`config.mk`:
```
export PLATFORM = sky130hd
export DESIGN_NAME = multi_device_valve_sequencer
export DESIGN_NICKNAME = d
export VERILOG_FILES = /design/src/rtl/multi_device_valve_sequencer_pkg.sv /design/src/rtl/multi_device_valve_sequencer_phase_timer.sv /design/src/rtl/multi_device_valve_sequencer.sv
export SDC_FILE = /design/constraint.sdc
export NUM_CORES = 1
export LEC_CHECK = 0
export CAP_MARGIN = 20
export CORE_MARGIN = 2
export CORE_UTILIZATION = 30
export CTS_CLUSTER_DIAMETER = 40
export CTS_CLUSTER_SIZE = 12
export DETAILED_ROUTE_END_ITERATION = 6
export SETUP_SLACK_MARGIN = 0.05
export SLEW_MARGIN = 20
export SYNTH_ARGS = -nofsm -noshare
export SYNTH_HDL_FRONTEND = slang
export SYNTH_HIERARCHICAL = 1
export SYNTH_SLANG_ARGS = --single-unit
```
`constraint.sdc`:
```
create_clock -name clk -period 4.8 [get_ports clk]
set_input_delay 0.72 -clock clk [delete_from_list [all_inputs] [get_ports clk]]
set_output_delay 0.72 -clock clk [all_outputs]
set_load 0.02 [all_outputs]
```
`src/rtl/multi_device_valve_sequencer_pkg.sv`:
```
// Shared definitions for the multi-device valve sequencer.
// Holds the command op encoding, the controller state encoding and the
// pump phase pattern tables used by the top-level sequencer.
package multi_device_valve_sequencer_pkg;

    // Command op encoding carried on cmd_op
    localparam logic [1:0] OP_SET    = 2'd0;
    localparam logic [1:0] OP_PUMP_A = 2'd1;
    localparam logic [1:0] OP_PUMP_B = 2'd2;
    localparam logic [1:0] OP_FLUSH  = 2'd3;

    typedef enum logic [2:0] {
        ST_IDLE      = 3'd0,
        ST_SET_DWELL = 3'd1,
        ST_PUMP_A    = 3'd2,
        ST_PUMP_B    = 3'd3,
        ST_FLUSH     = 3'd4
    } seq_state_t;

    // Index of the last phase in one full pump cycle
    localparam logic [2:0] PUMP_A_LAST = 3'd5;
    localparam logic [2:0] PUMP_B_LAST = 3'd3;

    // 3-valve peristaltic pattern: 100,110,010,011,001,101
    function automatic logic [2:0] pump_a_pattern(input logic [2:0] idx);
        case (idx)
            3'd0:    pump_a_pattern = 3'b100;
            3'd1:    pump_a_pattern = 3'b110;
            3'd2:    pump_a_pattern = 3'b010;
            3'd3:    pump_a_pattern = 3'b011;
            3'd4:    pump_a_pattern = 3'b001;
            3'd5:    pump_a_pattern = 3'b101;
            default: pump_a_pattern = 3'b000;
        endcase
    endfunction

    // 2-valve pattern: 10,11,01,00
    function automatic logic [1:0] pump_b_pattern(input logic [2:0] idx);
        case (idx)
            3'd0:    pump_b_pattern = 2'b10;
            3'd1:    pump_b_pattern = 2'b11;
            3'd2:    pump_b_pattern = 2'b01;
            3'd3:    pump_b_pattern = 2'b00;
            default: pump_b_pattern = 2'b00;
        endcase
    endfunction

    // Running state entered when a command with a non-zero count is accepted
    function automatic seq_state_t op_to_state(input logic [1:0] op);
        case (op)
            OP_SET:    op_to_state = ST_SET_DWELL;
            OP_PUMP_A: op_to_state = ST_PUMP_A;
            OP_PUMP_B: op_to_state = ST_PUMP_B;
            OP_FLUSH:  op_to_state = ST_FLUSH;
            default:   op_to_state = ST_IDLE;
        endcase
    endfunction

endpackage

```
`src/rtl/multi_device_valve_sequencer_phase_timer.sv`:
```
// Phase prescaler: while run is high, counts 0..PHASE_TICKS-1 and flags the
// last tick of each phase on phase_end (combinational strobe).
// Ports: clk, rst (async active-high), clear (sync restart), run (count
// enable), phase_end (high on the final tick of a phase).
module multi_device_valve_sequencer_phase_timer #(
    parameter int PHASE_TICKS = 1024
) (
    input  logic clk,
    input  logic rst,
    input  logic clear,
    input  logic run,
    output logic phase_end
);
    import multi_device_valve_sequencer_pkg::*;

    localparam int TICK_W = (PHASE_TICKS > 1) ? $clog2(PHASE_TICKS) : 1;
    localparam logic [TICK_W-1:0] TICK_LAST = TICK_W'(PHASE_TICKS - 1);

    logic [TICK_W-1:0] tick_r;

    // Tick counter: restarts on clear, wraps at the end of every phase
    always_ff @(posedge clk or posedge rst) begin
        if (rst) begin
            tick_r <= '0;
        end else if (clear) begin
            tick_r <= '0;
        end else if (run) begin
            if (tick_r == TICK_LAST) begin
                tick_r <= '0;
            end else begin
                tick_r <= tick_r + TICK_W'(1);
            end
        end else begin
            tick_r <= tick_r;
        end
    end

    assign phase_end = run && !clear && (tick_r == TICK_LAST);

endmodule

```
`src/rtl/multi_device_valve_sequencer.sv`:
```
// Valve sequencer driving the shared control, pump and flush lines of a pad
// wrapper hosting NUM_DEVICES microfluidic devices.
// Ports: clk/rst (async active-high); command interface cmd_valid/cmd_ready,
// cmd_op, cmd_count, cmd_ctrl_a, cmd_ctrl_s, cmd_dev_mask; abort; registered
// outputs ctrl_a, ctrl_s, pump_a, pump_b, flush, dev_en, busy, done.
module multi_device_valve_sequencer #(
    parameter int NUM_DEVICES  = 2,
    parameter int CTRL_A_WIDTH = 13,
    parameter int CTRL_S_WIDTH = 4,
    parameter int FLUSH_SIZE   = 21,
    parameter int PHASE_TICKS  = 1024,
    parameter int COUNT_WIDTH  = 8
) (
    input  logic                    clk,
    input  logic                    rst,
    input  logic                    cmd_valid,
    output logic                    cmd_ready,
    input  logic [1:0]              cmd_op,
    input  logic [COUNT_WIDTH-1:0]  cmd_count,
    input  logic [CTRL_A_WIDTH-1:0] cmd_ctrl_a,
    input  logic [CTRL_S_WIDTH-1:0] cmd_ctrl_s,
    input  logic [NUM_DEVICES-1:0]  cmd_dev_mask,
    input  logic                    abort,
    output logic [CTRL_A_WIDTH-1:0] ctrl_a,
    output logic [CTRL_S_WIDTH-1:0] ctrl_s,
    output logic [2:0]              pump_a,
    output logic [1:0]              pump_b,
    output logic [FLUSH_SIZE-1:0]   flush,
    output logic [NUM_DEVICES-1:0]  dev_en,
    output logic                    busy,
    output logic                    done
);
    import multi_device_valve_sequencer_pkg::*;

    localparam int FIDX_W = (FLUSH_SIZE > 1) ? $clog2(FLUSH_SIZE) : 1;
    localparam logic [FIDX_W-1:0]     FIDX_LAST = FIDX_W'(FLUSH_SIZE - 1);
    localparam logic [FLUSH_SIZE-1:0] FLUSH_ONE = FLUSH_SIZE'(1);

    seq_state_t              state_r, state_s;
    logic [COUNT_WIDTH-1:0]  count_r, count_s, cnt_r, cnt_s, last_cnt_s;
    logic [2:0]              phase_r, phase_s;
    logic [FIDX_W-1:0]       fidx_r, fidx_s;
    logic [CTRL_A_WIDTH-1:0] ctrl_a_r, ctrl_a_s;
    logic [CTRL_S_WIDTH-1:0] ctrl_s_r, ctrl_s_s;
    logic [NUM_DEVICES-1:0]  dev_en_r, dev_en_s;
    logic [2:0]              pump_a_r, pump_a_s;
    logic [1:0]              pump_b_r, pump_b_s;
    logic [FLUSH_SIZE-1:0]   flush_r, flush_s;
    logic                    busy_r, done_r, done_s, ready_r;
    logic                    accept_s, kill_s, finish_s, phase_end_s;

    // abort with cmd_valid in the same cycle blocks acceptance
    assign accept_s   = cmd_valid && ready_r && !abort && (state_r == ST_IDLE);
    assign kill_s     = abort && (state_r != ST_IDLE);
    // count_r is never 0 while running, so this cannot underflow when used
    assign last_cnt_s = count_r - COUNT_WIDTH'(1);

    multi_device_valve_sequencer_phase_timer #(
        .PHASE_TICKS (PHASE_TICKS)
    ) u_phase_timer (
        .clk       (clk),
        .rst       (rst),
        .clear     (accept_s || kill_s),
        .run       (state_r != ST_IDLE),
        .phase_end (phase_end_s)
    );

    // Next-state, counter and output computation
    always_comb begin
        state_s  = state_r;
        count_s  = count_r;
        cnt_s    = cnt_r;
        phase_s  = phase_r;
        fidx_s   = fidx_r;
        ctrl_a_s = ctrl_a_r;
        ctrl_s_s = ctrl_s_r;
        dev_en_s = dev_en_r;
        done_s   = 1'b0;
        finish_s = 1'b0;

        if (state_r == ST_IDLE) begin
            if (accept_s) begin
                count_s  = cmd_count;
                dev_en_s = cmd_dev_mask;
                cnt_s    = '0;
                phase_s  = 3'd0;
                fidx_s   = '0;
                if (cmd_op == OP_SET) begin
                    ctrl_a_s = cmd_ctrl_a;
                    ctrl_s_s = cmd_ctrl_s;
                end else begin
                    ctrl_a_s = ctrl_a_r;
                    ctrl_s_s = ctrl_s_r;
                end
                // A zero count completes immediately without running a phase
                if (cmd_count == '0) begin
                    done_s = 1'b1;
                end else begin
                    state_s = op_to_state(cmd_op);
                end
            end else begin
                state_s = ST_IDLE;
            end
        end else if (abort) begin
            state_s  = ST_IDLE;
            dev_en_s = '0;
            cnt_s    = '0;
            phase_s  = 3'd0;
            fidx_s   = '0;
        end else if (phase_end_s) begin
            case (state_r)
                ST_SET_DWELL: begin
                    if (cnt_r == last_cnt_s) begin
                        finish_s = 1'b1;
                    end else begin
                        cnt_s = cnt_r + COUNT_WIDTH'(1);
                    end
                end
                ST_PUMP_A, ST_PUMP_B: begin
                    if (phase_r == ((state_r == ST_PUMP_A) ? PUMP_A_LAST : PUMP_B_LAST)) begin
                        if (cnt_r == last_cnt_s) begin
                            finish_s = 1'b1;
                        end else begin
                            phase_s = 3'd0;
                            cnt_s   = cnt_r + COUNT_WIDTH'(1);
                        end
                    end else begin
                        phase_s = phase_r + 3'd1;
                    end
                end
                ST_FLUSH: begin
                    // cnt_r counts phases spent on the current hole
                    if (cnt_r == last_cnt_s) begin
                        cnt_s = '0;
                        if (fidx_r == FIDX_LAST) begin
                            finish_s = 1'b1;
                        end else begin
                            fidx_s = fidx_r + FIDX_W'(1);
                        end
                    end else begin
                        cnt_s = cnt_r + COUNT_WIDTH'(1);
                    end
                end
                default: begin
                    state_s = ST_IDLE;
                end
            endcase
        end else begin
            state_s = state_r;
        end

        if (finish_s) begin
            state_s = ST_IDLE;
            done_s  = 1'b1;
            cnt_s   = '0;
            phase_s = 3'd0;
            fidx_s  = '0;
        end else begin
            done_s = done_s;
        end

        // Sequence outputs follow the next state so they register with it
        pump_a_s = (state_s == ST_PUMP_A) ? pump_a_pattern(phase_s) : 3'b000;
        pump_b_s = (state_s == ST_PUMP_B) ? pump_b_pattern(phase_s) : 2'b00;
        flush_s  = (state_s == ST_FLUSH) ? (FLUSH_ONE << fidx_s) : '0;
    end

    // State, counters and registered outputs
    always_ff @(posedge clk or posedge rst) begin
        if (rst) begin
            state_r  <= ST_IDLE;
            count_r  <= '0;
            cnt_r    <= '0;
            phase_r  <= 3'd0;
            fidx_r   <= '0;
            ctrl_a_r <= '0;
            ctrl_s_r <= '0;
            dev_en_r <= '0;
            pump_a_r <= 3'b000;
            pump_b_r <= 2'b00;
            flush_r  <= '0;
            busy_r   <= 1'b0;
            done_r   <= 1'b0;
            ready_r  <= 1'b1;
        end else begin
            state_r  <= state_s;
            count_r  <= count_s;
            cnt_r    <= cnt_s;
            phase_r  <= phase_s;
            fidx_r   <= fidx_s;
            ctrl_a_r <= ctrl_a_s;
            ctrl_s_r <= ctrl_s_s;
            dev_en_r <= dev_en_s;
            pump_a_r <= pump_a_s;
            pump_b_r <= pump_b_s;
            flush_r  <= flush_s;
            busy_r   <= (state_s != ST_IDLE);
            done_r   <= done_s;
            ready_r  <= (state_s == ST_IDLE);
        end
    end

    assign cmd_ready = ready_r;
    assign ctrl_a    = ctrl_a_r;
    assign ctrl_s    = ctrl_s_r;
    assign pump_a    = pump_a_r;
    assign pump_b    = pump_b_r;
    assign flush     = flush_r;
    assign dev_en    = dev_en_r;
    assign busy      = busy_r;
    assign done      = done_r;

endmodule

```
==> impl_metrics.env <==
export IMPL_status="complete, no violations"
export IMPL_grtUsageTotal_pct=14.1
export IMPL_numCtsBuffers=9
export IMPL_ys_warn_count=6
export IMPL_drcViolationCount=0
export IMPL_synthArstFlopShare_pct=100
export IMPL_setup_tns_ns=0
export IMPL_drtIter0Drc=221
export IMPL_cap_violations=0
export IMPL_fin_crit_ns=3.77
export IMPL_irDropWorstVdd_v=0.000181
export IMPL_num_vias=3630
export IMPL_io_buffers=80
export IMPL_synth_seq_cells=85
export IMPL_core_sq_mm=0.0150
export IMPL_wl_microns=11100
export IMPL_initial_core_util_pct=30.4
export IMPL_crit_type="in2reg"
export IMPL_synth_cells=431
export IMPL_postCtsSetupBuffers=0
export IMPL_syn_avg_cell_area_sq_um=10.6
export IMPL_dp_hpwl_microns=8080
export IMPL_gp_congestion=0.913
export IMPL_synth_edff_count=0
export IMPL_drive_gt1_share_pct=15.1
export IMPL_place_area_sq_mm=0.00553
export IMPL_cts_htree_levels=3
export IMPL_finalHoldViolations=0
export IMPL_die_x_microns=127
export IMPL_setup_slack_ns=1.03
export IMPL_grt_pass1_wl_microns=18400
export IMPL_clock_sinks=85
export IMPL_rows=45
export IMPL_min_period_over_period_pct=78.6
export IMPL_ys_seq_area_share_pct=46.6
export IMPL_fmax_mhz=265
export IMPL_antenna_cells=0
export IMPL_start_kind="input pin"
export IMPL_cts_tree="built"
export IMPL_syn_nets=474
export IMPL_clock_latency_ns=0.36
export IMPL_postCtsHoldBufs=0
export IMPL_min_path_type="reg2reg"
export IMPL_vias_per_cell=5.15
export IMPL_clk_path_buf_depth=2
export IMPL_syn_area_sq_mm=0.00456
export IMPL_dp_worst_setup_slack_ns=0.652
export IMPL_powerDensity_mw_per_mm2=403
export IMPL_skew_ns=0.0102
export IMPL_grt_overflow_total=0
export IMPL_slew_headroom_pct=36.5
export IMPL_arrival_ns=4.06
export IMPL_die_area_sq_mm=0.0162
export IMPL_finalSetupViolations=0
export IMPL_cp_max_fo=11
export IMPL_worst_ep_required_time_ns=5.08
export IMPL_firstDrtPassIters=4
export IMPL_clockRootBuffer="clkbuf_16"
export IMPL_die_y_microns=127
export IMPL_antenna_left=0
export IMPL_synthToLayoutAreaGrowth_pct=27.7
export IMPL_end_kind="flip-flop"
export IMPL_worst_slew_pin_slew_ns=0.950
export IMPL_antenna_found_initial=0
export IMPL_ys_flop_type="dfrtp_1"
export IMPL_grt_pass1_vias=3625
export IMPL_grt_max_degree=44
export IMPL_ios=81
export IMPL_p_leak_nw=2.45
export IMPL_slew_violations=0
export IMPL_cts_resized=0
export IMPL_fin_area_sq_mm=0.00583
export IMPL_ys_types=87
export IMPL_clk_pin_slew_ns=0.07
export IMPL_wl_per_cell_microns=15.8
export IMPL_rsz0062_at_grt="false"
export IMPL_nNetsFinal=555
## critical path, cell delays in order
cell and delay [ns]:
clkdlybuf4s50_1 0.52, nand3b_1 0.19, nor2_2 0.05, a21oi_1 0.28, inv_1 0.12, nor3_1 0.20
buf_4 0.18, nand4bb_1 0.13, and3b_1 0.26, o211ai_1 0.24, nor4_1 0.37, nor4_1 0.08
buf_4 0.18, or3b_4 0.40, nor2_1 0.11
## power by group
part | total, mW | switching (mW) | internal (mW)
Combinational | 0.710 | 0.398 | 0.312
Sequential | 0.941 | 0.107 | 0.834
Clock | 0.699 | 0.328 | 0.371
Total | 2.35 | 0.834 | 1.52
## cell usage in the layout, fill, tap and decap left out, types with 4 or more instances in the layout
cell,instances
nor3b_1,4
xnor2_1,5
clkbuf_16,9
nor4_1,6
a22o_1,5
o211ai_1,4
mux2_2,18
nand3_1,14
and2_1,5
nor2_1,40
nor3_1,7
dfrtp_1,84
xor2_1,10
ha_1,10
and3_1,5
or3_1,5
buf_4,7
nand4_1,9
a21oi_1,9
inv_1,17
nand3b_1,8
nand2_1,39
o31ai_1,4
nor2b_1,10
o21ai_0,15
clkdlybuf4s50_1,80
inv_8,5
## kinds of logic after synthesis
| group | Yosys count | share of synthesized area (%) |
|---|---|---|
| AOI/OAI and AO/OA | 79 | 13.8 |
| and+or+nand+nor | 184 | 24.2 |
| buffers and inverters | 37 | 4.36 |
| xor gates and xnor gates | 15 | 2.88 |
| DFF | 85 | 46.6 |
| adders and majority gates | 10 | 2.74 |
| muxes | 21 | 5.32 |
## worst paths after layout
path | startpoint | to | slack [ns] | depth (start not counted)
min in group asynchronous | rst | u_phase_timer/tick_r[6] | 0.70 | 2
max in group asynchronous | rst | ctrl_a[0] | 2.91 | 3
hold / removal | ctrl_a[2] | ctrl_a[2] | 0.50 | 1
setup / recovery | abort | flush[1] | 1.03 | 15
setup reg to reg | state_r[2] | flush[1] | 1.04 | 14
hold reg to reg | ctrl_a[2] | ctrl_a[2] | 0.50 | 1
## cells in the mapped netlist, drive strengths merged, types with 6 or more instances
cell    number  area, sq um
xor2        10         87.6
or3          6         42.5
nand3b       8         60.1
o21ai       16         80.1
nor2        41          156
nor3         9         61.3
nand4        9         56.3
nand3       14         70.1
ha          10          125
nor2b       10         62.6
inv         19         71.3
dfrtp       84         2100
buf         14          113
nand2       39          146
and3         6         38.8
o211ai       6         55.1
and2         6         40.0
nor4         7         58.8
mux2        20          233
a21oi        9         45.0
## flip-flops by register name (all words and copies together) (netlist names), 2 cells and up
name                  cells
cnt_r                     8
count_r                   8
ctrl_a                   13
ctrl_s                    4
dev_en                    2
fidx_r                    5
flush                    21
phase_r                   3
pump_a                    3
pump_b                    2
state_r                   3
u_phase_timer/tick_r     10
## layout make-up
type	count	area, sq um
clock buffer	9	225
clock inverter	7	73.8
fill	1453	9210
inverter	20	75.1
multi-input combinational	309	2240
sequential	85	2130
tap	188	235
timing repair buffer	87	853
## routing by layer
layer	global-route usage (%)	up-vias	part of all wire [%]
met4	5.37	0	1.8
li1	-	1727	-
met5	0	-	0
met2	22.1	105	47
met1	19.2	1782	46
met3	3.22	16	5.7
## metrics by stage
step / hold WS [ns] / std cells / util, % / power, mW
4_1_cts: 0.506 / 705 / 38.8 / 2.37
6_report: 0.505 / 705 / 38.8 / 2.35
3_3_place_gp: 0.485 / 689 / 36.8 / 1.64
5_1_grt: 0.527 / 705 / 38.8 / 2.48
2_1_floorplan: 0.497 / 431 / - / 1.38
3_5_place_dp: 0.482 / 689 / 36.8 / 1.66
No activity file was read; power rests on OpenSTA's default activity.
